**src/rtl/addsub_pipe.sv**
```systemverilog
// Pipelined WIDTH-bit ADD/SUB/ADC/SBC with NZCV flags; ADDSUB_SAT_EN adds a per-bundle signed-saturate port.
// Latency: STAGES cycles from accept edge to out_valid, one bundle per cycle.
// Backpressure: whole pipe freezes (bubbles included) while out_valid=1 and out_ready=0.
module addsub_pipe #(
  parameter int WIDTH  = 64,
  parameter int STAGES = 2
) (
  input  logic             clk,
  input  logic             reset,
  input  logic             in_valid,
  output logic             in_ready,
  input  logic [1:0]       op,
  input  logic [WIDTH-1:0] a,
  input  logic [WIDTH-1:0] b,
  input  logic             cin,
`ifdef ADDSUB_SAT_EN
  input  logic             sat,
`endif
  output logic             out_valid,
  input  logic             out_ready,
  output logic [WIDTH-1:0] result,
  output logic [3:0]       flags
);

  localparam int CHUNK = WIDTH / STAGES;
  localparam int L     = STAGES - 1;

  logic             adv;
  logic [WIDTH-1:0] bop;
  logic             c0;
  logic             sat_in;

  // Stage k holds the bundle whose chunk k is added on the way to stage k+1
  logic [STAGES-1:0] st_v;
  logic [WIDTH-1:0]  st_a [STAGES];
  logic [WIDTH-1:0]  st_b [STAGES];
  logic [WIDTH-1:0]  st_r [STAGES];
  logic              st_c [STAGES];
  logic              st_s [STAGES];

  logic [CHUNK:0]    sum  [STAGES];
  logic [WIDTH-1:0]  nx_r [STAGES];

  logic [WIDTH-1:0]  raw;
  logic [WIDTH-1:0]  fin;
  logic              ovf;
  logic [3:0]        flags_nx;

`ifdef ADDSUB_SAT_EN
  assign sat_in = sat;
`else
  assign sat_in = 1'b0;
`endif

  assign adv      = !out_valid | out_ready;
  assign in_ready = adv;

  // op[0] selects subtract-style inversion, op[1] selects the external carry
  always_comb begin
    bop = op[0] ? ~b : b;
    c0  = op[1] ? cin : op[0];
  end

  // Carry look-ahead over 4-bit P/G groups; a short tail group ripples
  function automatic logic [CHUNK:0] cla_add(input logic [CHUNK-1:0] x,
                                             input logic [CHUNK-1:0] y,
                                             input logic             ci);
    logic [CHUNK-1:0] p;
    logic [CHUNK-1:0] g;
    logic [CHUNK:0]   c;
    int               base;
    p    = x ^ y;
    g    = x & y;
    c    = '0;
    c[0] = ci;
    base = 0;
    for (int grp = 0; grp < CHUNK / 4; grp++) begin
      base       = grp * 4;
      c[base+1]  = g[base]   | (p[base]   & c[base]);
      c[base+2]  = g[base+1] | (p[base+1] & c[base+1]);
      c[base+3]  = g[base+2] | (p[base+2] & c[base+2]);
      c[base+4]  = g[base+3]
                 | (p[base+3] & g[base+2])
                 | (p[base+3] & p[base+2] & g[base+1])
                 | (p[base+3] & p[base+2] & p[base+1] & g[base])
                 | ((&p[base +: 4]) & c[base]);
    end
    for (int i = (CHUNK / 4) * 4; i < CHUNK; i++) begin
      c[i+1] = g[i] | (p[i] & c[i]);
    end
    return {c[CHUNK], p ^ c[CHUNK-1:0]};
  endfunction

  always_comb begin
    for (int k = 0; k < STAGES; k++) begin
      sum[k]  = cla_add(st_a[k][k*CHUNK +: CHUNK], st_b[k][k*CHUNK +: CHUNK], st_c[k]);
      nx_r[k] = st_r[k];
      nx_r[k][k*CHUNK +: CHUNK] = sum[k][CHUNK-1:0];
    end
  end

  always_comb begin
    raw = nx_r[L];
    ovf = (st_a[L][WIDTH-1] == st_b[L][WIDTH-1]) & (raw[WIDTH-1] != st_a[L][WIDTH-1]);
    fin = raw;
    if (st_s[L] && ovf) begin
      fin = st_a[L][WIDTH-1] ? {1'b1, {(WIDTH-1){1'b0}}} : {1'b0, {(WIDTH-1){1'b1}}};
    end
    flags_nx = {fin[WIDTH-1], (fin == '0), sum[L][CHUNK], ovf};
  end

  always_ff @(posedge clk) begin
    if (reset) begin
      st_v      <= '0;
      out_valid <= 1'b0;
      result    <= '0;
      flags     <= '0;
    end else if (adv) begin
      st_v[0] <= in_valid;
      st_a[0] <= a;
      st_b[0] <= bop;
      st_c[0] <= c0;
      st_r[0] <= '0;
      st_s[0] <= sat_in;
      for (int k = 1; k < STAGES; k++) begin
        st_v[k] <= st_v[k-1];
        st_a[k] <= st_a[k-1];
        st_b[k] <= st_b[k-1];
        st_c[k] <= sum[k-1][CHUNK];
        st_r[k] <= nx_r[k-1];
        st_s[k] <= st_s[k-1];
      end
      out_valid <= st_v[L];
      // Bubbles leave the last result on the outputs
      if (st_v[L]) begin
        result <= fin;
        flags  <= flags_nx;
      end
    end
  end

endmodule
```
**config.mk**
```make
export PLATFORM = sky130hd
export DESIGN_NAME = addsub_pipe
export DESIGN_NICKNAME = d
export VERILOG_FILES = /design/src/rtl/addsub_pipe.sv
export SDC_FILE = /design/constraint.sdc
export NUM_CORES = 1
export LEC_CHECK = 0
export CAP_MARGIN = 25
export CORE_MARGIN = 1
export CORE_UTILIZATION = 55
export CTS_CLUSTER_DIAMETER = 120
export DETAILED_ROUTE_END_ITERATION = 12
export DONT_BUFFER_PORTS = 1
export GPL_ROUTABILITY_DRIVEN = 1
export PLACE_DENSITY = 0.78
export SLEW_MARGIN = 40
export SYNTH_ARGS = -nofsm -noshare
export SYNTH_HDL_FRONTEND = slang
export SYNTH_SLANG_ARGS = --single-unit
```
**constraint.sdc**
```tcl
create_clock -name clk -period 31.2 [get_ports clk]
set_input_delay 3.12 -clock clk [delete_from_list [all_inputs] [get_ports clk]]
set_output_delay 3.12 -clock clk [all_outputs]
set_load 0.01 [all_outputs]
```
-- Word level (Yosys, flattened, before mapping)
Memory sizes are Yosys's and may differ from the RTL's.
Cells that the tools add are included.
- memories kept: 5
- memory bits (writable): 388
- output and inout bits: 70
- register bits: 71
- word-level logic and storage cells: 303
- input bits: 135
- equality and inequality tests: 2
- bitwise logic cells: 265
- muxes and demuxes: 7
- reductions and logical operators: 20
- memories (name ; depth ; bits a word ; read ports ; clocked after memory_dff ; write ports ; RTL line ; text):
    st_a ; 2 ; 64 ; 2 ; 0 ; 2 ; 35 ; logic [WIDTH-1:0] st_a [STAGES];
    st_b ; 2 ; 64 ; 2 ; 0 ; 2 ; 36 ; logic [WIDTH-1:0] st_b [STAGES];
    st_r ; 2 ; 64 ; 2 ; 0 ; 2 ; 37 ; logic [WIDTH-1:0] st_r [STAGES];
    st_c ; 2 ; 1 ; 2 ; 0 ; 2 ; 38 ; logic st_c [STAGES];
    st_s ; 2 ; 1 ; 2 ; 0 ; 2 ; 39 ; logic st_s [STAGES];
- operators by type and width (kind ; count):
    $mux 64 ; 3
    $and 1x1->1 ; 145
    $xor 32x32->32 ; 4
    $or 1x1->1 ; 113
    $and 32x32->32 ; 2
    $logic_not 64->1 ; 1
    $not 64->64 ; 1
    $reduce_and 4->1 ; 16
    $mux 1 ; 4
    $reduce_and 2->1 ; 1
    $eq 1x1->1 ; 1
    $logic_and 1x1->1 ; 1
    $logic_not 1->1 ; 1
    $ne 1x1->1 ; 1

-- Depth between registers and ports, before layout
Gate-level depths: netlist (run 1).
An unclocked memory read counts as a cell.
- depth after elaboration: 31
- depth in mapped cells: 15
- mapped depth without buffers: 15

-- Least setup slack after synthesis (run 1)
No wires, ideal clock.
- kind: input port to flip-flop
- start: input port reset
- end: memory st_a[0][0], enable pin
- stages: 3
- buffers on the path: 2
- arrival time: 12.899 ns
- setup slack: 17.485 ns
- library setup time: 0.816 ns
- data required time: 30.384 ns
- cells stage by stage: clkbuf_1 clkbuf_1 nor2_1
- RTL lines (item ; RTL line ; text):
    from (decl) ; 9 ; input logic reset,
    to (decl) ; 35 ;

-- Worst setup path after layout (run 1)
- start: input port out_ready
- end: output port in_ready
- longest elaborated chain between the ends: 1
- RTL lines (item ; RTL line ; text):
    from (decl) ; 20 ; input logic out_ready,
    $or 1x1->1 ; 55 ; assign adv = !out_valid | out_ready;
    to (decl) ; 11 ; output logic in_ready,
No other way between the ends.

==> impl_metrics.yaml, run 1 <==
worst_setup_path:
  crit_type: "input port to primary output"
  crit_path_max_fanout: 5
  cpLargestDelayFamily: "simple AND/OR/NAND/NOR gates"
  reg2reg_from: "st_a[0][98]"
  cp.arrival_ns: 3.62
  r2r-end: "flags[2]"
  rr_worst_depth: 15
  critPathBufInv: 1
  crit_path_end_kind: "primary output"
  rrSetupSlack_ns: 26.13
  crit_required_ns: 28.08
  worstPathCellList: "nor2b_1, inv_2"
  worst_setup_path_start_kind: "input port"
  slowest_stage: "nor2b_1"
  crit_cells: 2
  max_stage_delay_ns: 0.35
global_routing:
  antenna_found_initial: 3
  grt_overflow_total: 0
  grt_usage_pct: 20.0
  grt_pass1_vias: 6627
  grt_max_degree: 90
  grt_pass1_wl_um: 35800
floorplan:
  die_height_um: 153
  die_w_um: 153
  start_util_pct: 56.8
  boundaryPins: 205
  rows: 54
  fp.coreArea_mm2: 0.0221
  dieArea_mm2: 0.0234
routing:
  vias: 6618
  postRouteAntennaNets: 0
  route.detailed.drc: 0
  vias_per_cell: 5.58
  wl_um: 23100
  drt-pass1-iter-count: 4
  drt_first_iter_violations: 381
  wl_per_cell_um: 19.5
clock_network:
  postCtsSetupBuffers: 0
  cts_tree: "yes"
  htree_levels: 1
  cts_resized: 0
  cts.sink_count: 296
  hold_buffers: 0
  cts_root_buffer: "clkbuf_16"
  clk-insertion-delay-late_ns: 0.55
  clkTransAtPathRegs_ns: 0.06
  clock_path_buffers: 3
  cts_made_buffers: 30
min_path:
  min-delay-start: "st_b[0][39]"
  hold_end: "st_b[0][103]"
  min_path_cells: 0
  hp-class: "register to register"
synthesis:
  synth_cell_type_count: 47
  synth_seq_cells: 296
  synth_fp_nets: 1120
  synth_compound_area_share_pct: 6.04
  synth-simple-area-share_pct: 7.17
  synth_warnings: 0
  syn-cell-area_mm2: 0.0125
  synth_mux_area_share_pct: 0.0897
  synth_seq_area_share_pct: 65.2
  synthAdderAreaFrac_pct: 14.0
  synth_top_family_by_area: "adder cells"
  synth_area_per_cell_um2: 14.4
  synth-async-reset-ratio_pct: 0
  synth_xor_area_share_pct: 5.65
  ys.flop_type: "edfxtp_1"
  synth_edf_count: 226
  synth_cells: 873
sta:
  min_period_over_period_pct: 21.6
  setup_viol: 0
  maxSlewViolCount: 0
  hold_slack_ns: 0.412
  hold_violations: 0
  worst_pin_slew_ns: 0.795
  fin_skew_ns: 0.0101
  max_clock_freq_ghz: 0.148
  rsz0062_at_grt: "no"
  min_period_ns: 6.74
  timing.slew.headroom_pct: 47.0
  fin_tns_setup_ns: 0
power:
  vdd_drop_max_v: 0.0000504
  power.leakage_nw: 5.14
  powerDensity_mw_per_mm2: 67.2
finish:
  final_cell_area_mm2: 0.0139
  drive_gt1_share_pct: 7.19
  syn2layout_area_growth_pct: 10.7
  fin_nets: 1127
place:
  port_buffers: 0
  placed_area_mm2: 0.0128
  globalplace.congestion: 0.863
  dp_hpwl_um: 16000
run:
  maxCapViolations: 0
status:
  status: "complete, no violations"
## synthesized netlist by cell type (2+ instances only)
| cell | n | area (um^2) |
|---|---|---|
| inv_1 | 27 | 101 |
| nand2_1 | 120 | 450 |
| and3_1 | 4 | 25.0 |
| nor2b_1 | 2 | 12.5 |
| xor2_1 | 76 | 666 |
| nor3_1 | 5 | 25.0 |
| nand4_1 | 14 | 87.6 |
| edfxtp_1 | 226 | 6790 |
| o21ai_0 | 6 | 30.0 |
| and4_1 | 2 | 17.5 |
| fa_1 | 48 | 961 |
| dfxtp_1 | 70 | 1400 |
| a211oi_1 | 10 | 75.1 |
| buf_1 | 6 | 22.5 |
| a21o_1 | 14 | 105 |
| o21ai_1 | 3 | 15.0 |
| o221ai_1 | 2 | 17.5 |
| a211o_1 | 2 | 17.5 |
| nor2_1 | 22 | 82.6 |
| nand3_1 | 6 | 30.0 |
| a221oi_1 | 2 | 17.5 |
| clkbuf_1 | 23 | 86.3 |
| a21oi_1 | 81 | 405 |
| xnor2_1 | 5 | 43.8 |
| ha_1 | 64 | 801 |
| o21a_1 | 2 | 15.0 |
| or4_1 | 2 | 15.0 |
| nor4_1 | 10 | 62.6 |
## cells in the final DEF, fill, tap and decap left out, types with 6 or more instances in the layout
master / synthesis / routed
edfxtp_1: 226 / 226
xor2_1: 76 / 76
inv_1: 27 / 27
o21ai_0: 6 / 6
a211oi_1: 10 / 10
fa_1: 48 / 48
nand2_1: 120 / 119
nor4_1: 10 / 10
a21oi_1: 81 / 81
nor2_1: 22 / 21
nand3_1: 6 / 6
nand4_1: 14 / 14
clkbuf_8: 0 / 6
a21o_1: 14 / 14
dfxtp_1: 70 / 70
clkbuf_16: 0 / 32
ha_1: 64 / 64
## area by class of cell
cell class / instances / area (um^2)
well taps: 280 / 350
inverters: 28 / 105
fillers: 1584 / 8200
clock inverters: 15 / 154
clock buffers: 41 / 895
flip-flops and latches: 296 / 8190
multi-input cells: 519 / 4150
diodes: 3 / 7.51
repair buffers: 5 / 45.0
## power breakdown
group / total [W] / switching, W / internal, W / leakage, nW
combinational: 0.0000834 / 0.0000484 / 0.0000349 / 1.85
sequential: 0.000484 / 0.0000211 / 0.000463 / 2.77
clock: 0.000367 / 0.000149 / 0.000219 / 0.518
total: 0.000934 / 0.000218 / 0.000716 / 5.14
## routing by layer
| metal | GRT usage, % | vias up | share of wire [%] |
|---|---|---|---|
| li1 | - | 3167 | - |
| met1 | 26.5 | 3211 | 43 |
| met2 | 33.2 | 199 | 49 |
| met3 | 3.97 | 41 | 5.6 |
| met4 | 6.49 | 0 | 2.8 |
| met5 | 0 | - | 0 |
## per-stage QoR
stage / cells / power (W) / utilization, % / setup slack (ns)
finish: 1187 / 0.000934 / 62.9 / 24.46
global route: 1187 / 0.000973 / 62.9 / 24.39
CTS: 1184 / 0.000943 / 62.9 / 24.45
detailed placement: 1128 / 0.000576 / 58.1 / 24.46
global placement: 1128 / 0.000572 / 58.1 / 24.49
floorplan: 873 / 0.000553 / - / 17.48
## cells by family (layout without fill, tap and decap cells)
group,count (synthesis),after routing
flip-flops,296,296
AO/OA/AOI/OAI,129,129
multiplexers,1,1
adder cells (fa/ha/maj),112,112
buffers and inverters,58,89
other,0,3
AND/OR/NAND/NOR,196,196
XOR/XNOR,81,81
## worst reg2reg max path, cell delays in order (launching register included)
cell	delay (ns)
edfxtp_1	0.40
ha_1	0.32
a21oi_1	0.14
o221ai_1	0.23
a221oi_1	0.63
inv_1	0.16
a211o_1	0.35
fa_1	0.40
fa_1	0.41
fa_1	0.41
xnor2_1	0.32
nand4_2	0.14
nor4_1	0.32
nand4_1	0.12
or4_1	0.50
a21oi_1	0.14
## state kept, by name (all words and copies together) (netlist names)
signal,flops
st_v,2
st_b,96
result,64
st_c,2
st_a,96
flags,3
out_valid,1
st_r,32
## worst max path at each step
stage / start / to
after floorplan: reset / st_a[0][0]
after global placement: out_ready / in_ready
after detailed placement: out_ready / in_ready
after CTS: out_ready / in_ready
after global routing: out_ready / in_ready
final: out_ready / in_ready
Power figures use the tool's default switching activity.
==> inputs of run 2 (changes only) <==
--- a/config.mk
+++ b/config.mk
@@ -5,6 +5,7 @@
 export SDC_FILE = /design/constraint.sdc
 export NUM_CORES = 1
 export LEC_CHECK = 0
+export ABC_AREA = 1
 export CAP_MARGIN = 25
 export CORE_MARGIN = 1
 export CORE_UTILIZATION = 55
@@ -12,7 +13,7 @@
 export DETAILED_ROUTE_END_ITERATION = 12
 export DONT_BUFFER_PORTS = 1
 export GPL_ROUTABILITY_DRIVEN = 1
-export PLACE_DENSITY = 0.78
+export PLACE_DENSITY = 0.81
 export SLEW_MARGIN = 40
 export SYNTH_ARGS = -nofsm -noshare
 export SYNTH_HDL_FRONTEND = slang
==> constraint.sdc (replaced) <==
create_clock -name clk -period 6.19 [get_ports clk]
set_input_delay 0.619 -clock clk [delete_from_list [all_inputs] [get_ports clk]]
set_output_delay 0.619 -clock clk [all_outputs]
set_load 0.01 [all_outputs]
==> impl_metrics.yaml, run 2 <==
status:
  status: "complete, no violations"
finish:
  final_common_cell: "edfxtp_1"
  postLayoutCoreUtil_pct: 61.7
  regArea_mm2: 0.00819
  layout.cells.most_common_list: "226 x edfxtp_1, 84 x nor2_1, 75 x xor2_1"
  final_cell_area_mm2: 0.0139
  largestRegisters: "st_a x96, st_b x96, result x64"
  nFillCells: 1682
  insertedDiodeCount: 0
  fin_nets: 1163
  multi_input_area_mm2: 0.00411
  drive_gt1_share_pct: 8.83
  syn2layout_area_growth_pct: 10.2
place:
  port_buffers: 0
  placed_area_mm2: 0.0130
  globalplace.congestion: 0.907
  dp_hpwl_um: 16300
routing:
  vias: 6794
  drt_first_iter_violations: 370
  drt-pass1-iter-count: 8
  postRouteAntennaNets: 0
  wl_per_cell_um: 19.2
  wl_um: 23500
  vias_per_cell: 5.55
  route.detailed.drc: 0
worst_setup_path:
  crit_required_ns: 6.67
  slowest_stage: "fa_1"
  crit_path_max_fanout: 3
  critPathMostFrequentCell: "nand2_2"
  cp.arrival_ns: 4.36
  crit_type: "register to register"
  worst_setup_path_start_kind: "register"
  crit_path_end_kind: "register"
  reg2reg_from: "st_a[0][99]"
  crit_path_start: "st_a[0][99]"
  max_stage_delay_ns: 0.44
  rr_worst_depth: 25
power:
  powerDensity_mw_per_mm2: 334
  vdd_drop_max_v: 0.000261
  p_clk_share_pct: 36.7
  p_sw_w: 0.00112
  seqPwrFrac_pct: 53.1
  p_comb_share_pct: 10.1
  p_sw_share_pct: 24.0
  internal_power_w: 0.00354
  power.leakage_nw: 5.40
clock_network:
  cts_root_buffer: "clkbuf_16"
  postCtsSetupBuffers: 0
  cts_tree: "yes"
  cts_resized: 0
  htree_levels: 1
  clk-insertion-delay-late_ns: 0.54
  hold_buffers: 0
  cts.sink_count: 296
  clkTransAtPathRegs_ns: 0.06
  cts_made_buffers: 30
  clock_path_buffers: 3
sta:
  maxSlewViolCount: 0
  fin_tns_setup_ns: 0
  min_period_over_period_pct: 62.7
  timing.slew.headroom_pct: 47.6
  hold_violations: 0
  rsz0062_at_grt: "no"
  fin_skew_ns: 0.0102
  worst_pin_slew_ns: 0.779
  min_period_ns: 3.88
  setup_viol: 0
  max_clock_freq_ghz: 0.258
min_path:
  min-delay-start: "reset"
  min_path_cells: 1
  hp-class: "input port to register"
floorplan:
  fp.coreArea_mm2: 0.0226
  die_w_um: 154
  rows: 55
  die_height_um: 154
  dieArea_mm2: 0.0236
  boundaryPins: 205
  start_util_pct: 56.0
global_routing:
  grt_pass1_wl_um: 36300
  grt_usage_pct: 20.0
  antenna_found_initial: 0
  grt_pass1_vias: 6934
  grt_overflow_total: 0
  grt_max_degree: 103
synthesis:
  synth-async-reset-ratio_pct: 0
  syn-cell-area_mm2: 0.0126
  synth_seq_area_share_pct: 64.8
  synth_most_common_cell: "edfxtp_1"
  synth_cells: 909
  synthTopCellsByArea: "edfxtp_1 54%, dfxtp_1 11%, fa_1 7.6%"
  synth_area_per_cell_um2: 13.9
  synth_top_area_share_pct: 53.7
  yosys-top-cells-count: "226 x edfxtp_1, 86 x nor2_1, 75 x xor2_1"
  synth_warnings: 0
  synth_edf_count: 226
  synth_fp_nets: 1156
  synth_top_area_cell: "edfxtp_1"
  ys.flop_type: "edfxtp_1"
  synth_seq_cells: 296
  synth_cell_type_count: 33
run:
  maxCapViolations: 0
## run 2: layout make-up
class	instances	area share, %
clock buffer	44	6.43
clock inverter	12	0.413
inverter	60	1.64
multi-input combinational	524	29.5
sequential	296	58.8
tap	285	2.56
timing repair buffer	4	0.620
## run 2: worst max-delay path, delay by kind of cell (launching register included)
kind	cells	cell delay, ns
and+or+nand+nor	19	1.60
AOI/OAI and AO/OA	1	0.15
buffers and inverters	1	0.10
adders and majority gates	4	1.58
DFF	1	0.36
## run 2: cells by family after synthesis
family | count (synthesis) | share of synthesized area [%]
flip-flops | 296 | 64.8
AND/OR/NAND/NOR | 198 | 7.11
AO/OA/AOI/OAI | 133 | 5.73
adder cells (fa/ha/maj) | 112 | 13.9
buffers and inverters | 89 | 2.80
XOR/XNOR | 80 | 5.54
multiplexers | 1 | 0.0891
## run 2: metrics by stage
stage                     hold WS (ns)  cells  total power [W]  setup WS (ns)
after floorplan                  0.400    909          0.00284           1.71
after global placement           0.401   1167          0.00295           2.45
after detailed placement         0.405   1169          0.00298           2.27
after CTS                        0.113   1225          0.00469           2.26
after global routing             0.125   1225          0.00484           1.94
final                            0.143   1225          0.00465           2.31
## run 2: worst paths after layout
| check | to | slack [ns] |
|---|---|---|
| worst max register to register | flags[2] | 2.31 |
| worst max-delay path | flags[2] | 2.31 |
| worst min-delay path | flags[2] | 0.14 |
| worst min register to register | st_b[0][102] | 0.41 |
## run 2: layer usage
metal	track usage (%)	share of wire, %
met1	22.5	37
met2	34.2	50
met3	7.95	10
met4	7.67	3.2
met5	0	0
## run 2: power by group through the flow
stage	clock (W)	sequential, W	combinational (W)
global placement	0	0.00251	0.000442
global route	0.00181	0.00249	0.000538
detailed placement	0	0.00251	0.000470
CTS	0.00175	0.00247	0.000475
floorplan	0	0.00248	0.000357
finish	0.00171	0.00247	0.000471
==> inputs of run 3 (changes only) <==
--- a/config.mk
+++ b/config.mk
@@ -13,7 +13,7 @@
 export DETAILED_ROUTE_END_ITERATION = 12
 export DONT_BUFFER_PORTS = 1
 export GPL_ROUTABILITY_DRIVEN = 1
-export PLACE_DENSITY = 0.81
+export PLACE_DENSITY = 0.78
 export SLEW_MARGIN = 40
 export SYNTH_ARGS = -nofsm -noshare
 export SYNTH_HDL_FRONTEND = slang
==> constraint.sdc (replaced) <==
create_clock -name clk -period 3.84 [get_ports clk]
set_input_delay 0.384 -clock clk [delete_from_list [all_inputs] [get_ports clk]]
set_output_delay 0.384 -clock clk [all_outputs]
set_load 0.01 [all_outputs]
==> impl_metrics.yaml, run 3 (synthesis results as in run 2) <==
worst_setup_path:
  cpLargestDelayFamily: "simple AND/OR/NAND/NOR gates"
  crit_required_ns: 4.31
  slowest_stage: "fa_1"
  crit_type: "register to register"
  cp.arrival_ns: 4.25
  max_stage_delay_ns: 0.44
  crit_path_end_kind: "register"
  critPathMostFrequentCell: "nand2_2"
  crit_path_max_fanout: 2
  worst_setup_path_start_kind: "register"
  critPathBufInv: 1
floorplan:
  rows: 55
  dieArea_mm2: 0.0236
  die_w_um: 154
  start_util_pct: 56.0
  fp.coreArea_mm2: 0.0226
  die_height_um: 154
  boundaryPins: 205
power:
  power.leakage_nw: 5.78
  vdd_drop_max_v: 0.000388
  powerDensity_mw_per_mm2: 541
  p_total_w: 0.00805
clock_network:
  cts_root_buffer: "clkbuf_16"
  htree_levels: 1
  clk-insertion-delay-late_ns: 0.54
  cts_tree: "yes"
  cts.sink_count: 296
  clock_path_buffers: 3
  cts_made_buffers: 30
  clkTransAtPathRegs_ns: 0.06
sta:
  maxSlewViolCount: 0
  setup_viol: 0
  min_period_over_period_pct: 98.4
  min_period_ns: 3.78
  timing.slew.headroom_pct: 53.6
  fin_skew_ns: 0.0117
  hold_violations: 0
  max_clock_freq_ghz: 0.265
  hold_slack_ns: 0.0435
  worst_pin_slew_ns: 0.689
  rsz0062_at_grt: "yes"
global_routing:
  antenna_found_initial: 0
  grt_pass1_vias: 7388
  grt_usage_pct: 21.4
  grt_max_degree: 102
  grt_pass1_wl_um: 38600
  grt_overflow_total: 0
routing:
  wl_per_cell_um: 19.4
  postRouteAntennaNets: 0
  drt_first_iter_violations: 448
  vias_per_cell: 5.51
  drt-pass1-iter-count: 4
  route.detailed.drc: 0
  vias: 7158
  wl_um: 25100
finish:
  fin_nets: 1236
  syn2layout_area_growth_pct: 17.9
  postLayoutCoreUtil_pct: 66.0
  insertedDiodeCount: 0
  final_common_cell: "edfxtp_1"
  layout.cells.most_common_list: "226 x edfxtp_1, 80 x nor2_1, 75 x xor2_1"
  drive_gt1_share_pct: 11.2
  final_cell_area_mm2: 0.0149
  largestRegisters: "st_a x96, st_b x96, result x64"
run:
  maxCapViolations: 0
place:
  placed_area_mm2: 0.0130
  dp_hpwl_um: 16900
  globalplace.congestion: 0.896
  port_buffers: 0
min_path:
  hp-class: "input port to register"
status:
  status: "complete, no violations"
==> run 3: changes by cell type in the layout (fill, tap and decap cells not counted), sizes merged <==
cell,change
dlygate4sd3,+67
bufinv,+7
buf,+6
clkbuf,-4
clkinv,-3
==> run 3: path summary, 6_finish.rpt <==
| path | start | endpoint | slack, ns | cells past startpoint |
|---|---|---|---|---|
| setup reg to reg | st_a[0][98] | flags[2] | 0.06 | 25 |
| setup / recovery | st_a[0][98] | flags[2] | 0.06 | 25 |
| hold reg to reg | st_a[0][59] | st_a[0][123] | 0.42 | 0 |
| hold / removal | b[14] | st_b[0][14] | 0.04 | 1 |
==> run 3: per-stage QoR <==
stage	worst slack, ns	TNS, ns	cells
after detailed placement	-0.170	-0.170	1172
final	0.0605	0	1298
after CTS	-0.00939	-0.00939	1294
after floorplan	-0.348	-78.69	909
after global placement	0.106	0	1172
after global routing	-0.117	-0.117	1298
==> run 3: where the power goes <==
part	internal (W)	switching (W)
sequential	0.00379	0.000199
combinational	0.000369	0.000482
clock	0.00203	0.00119
total	0.00618	0.00187
==> run 3: per-layer routing <==
metal	part of all wire, %	track usage, %	vias up
met3	8.1	6.96	41
met4	2.1	5.38	0
met2	52	38.9	237
met1	38	24.2	3529
met5	0	0	-
li1	-	-	3351
==> run 3: final cells by class <==
class | count | area, um^2
inverters | 60 | 228
repair buffers | 77 | 787
clock inverters | 16 | 270
multi-input cells | 524 | 4220
flip-flops and latches | 296 | 8190
clock buffers | 40 | 850
well taps | 285 | 357
fillers | 1539 | 7670
==> run 3: what timing repair did <==
item / CTS / global route
endpoints found under the setup margin: 1 / 2
hold buffers: 66 / 1
buffers inserted: 0 / 3
endpoints found under the hold margin: 68 / 2
pin swaps: 0 / 10
resized for setup: 9 / 9
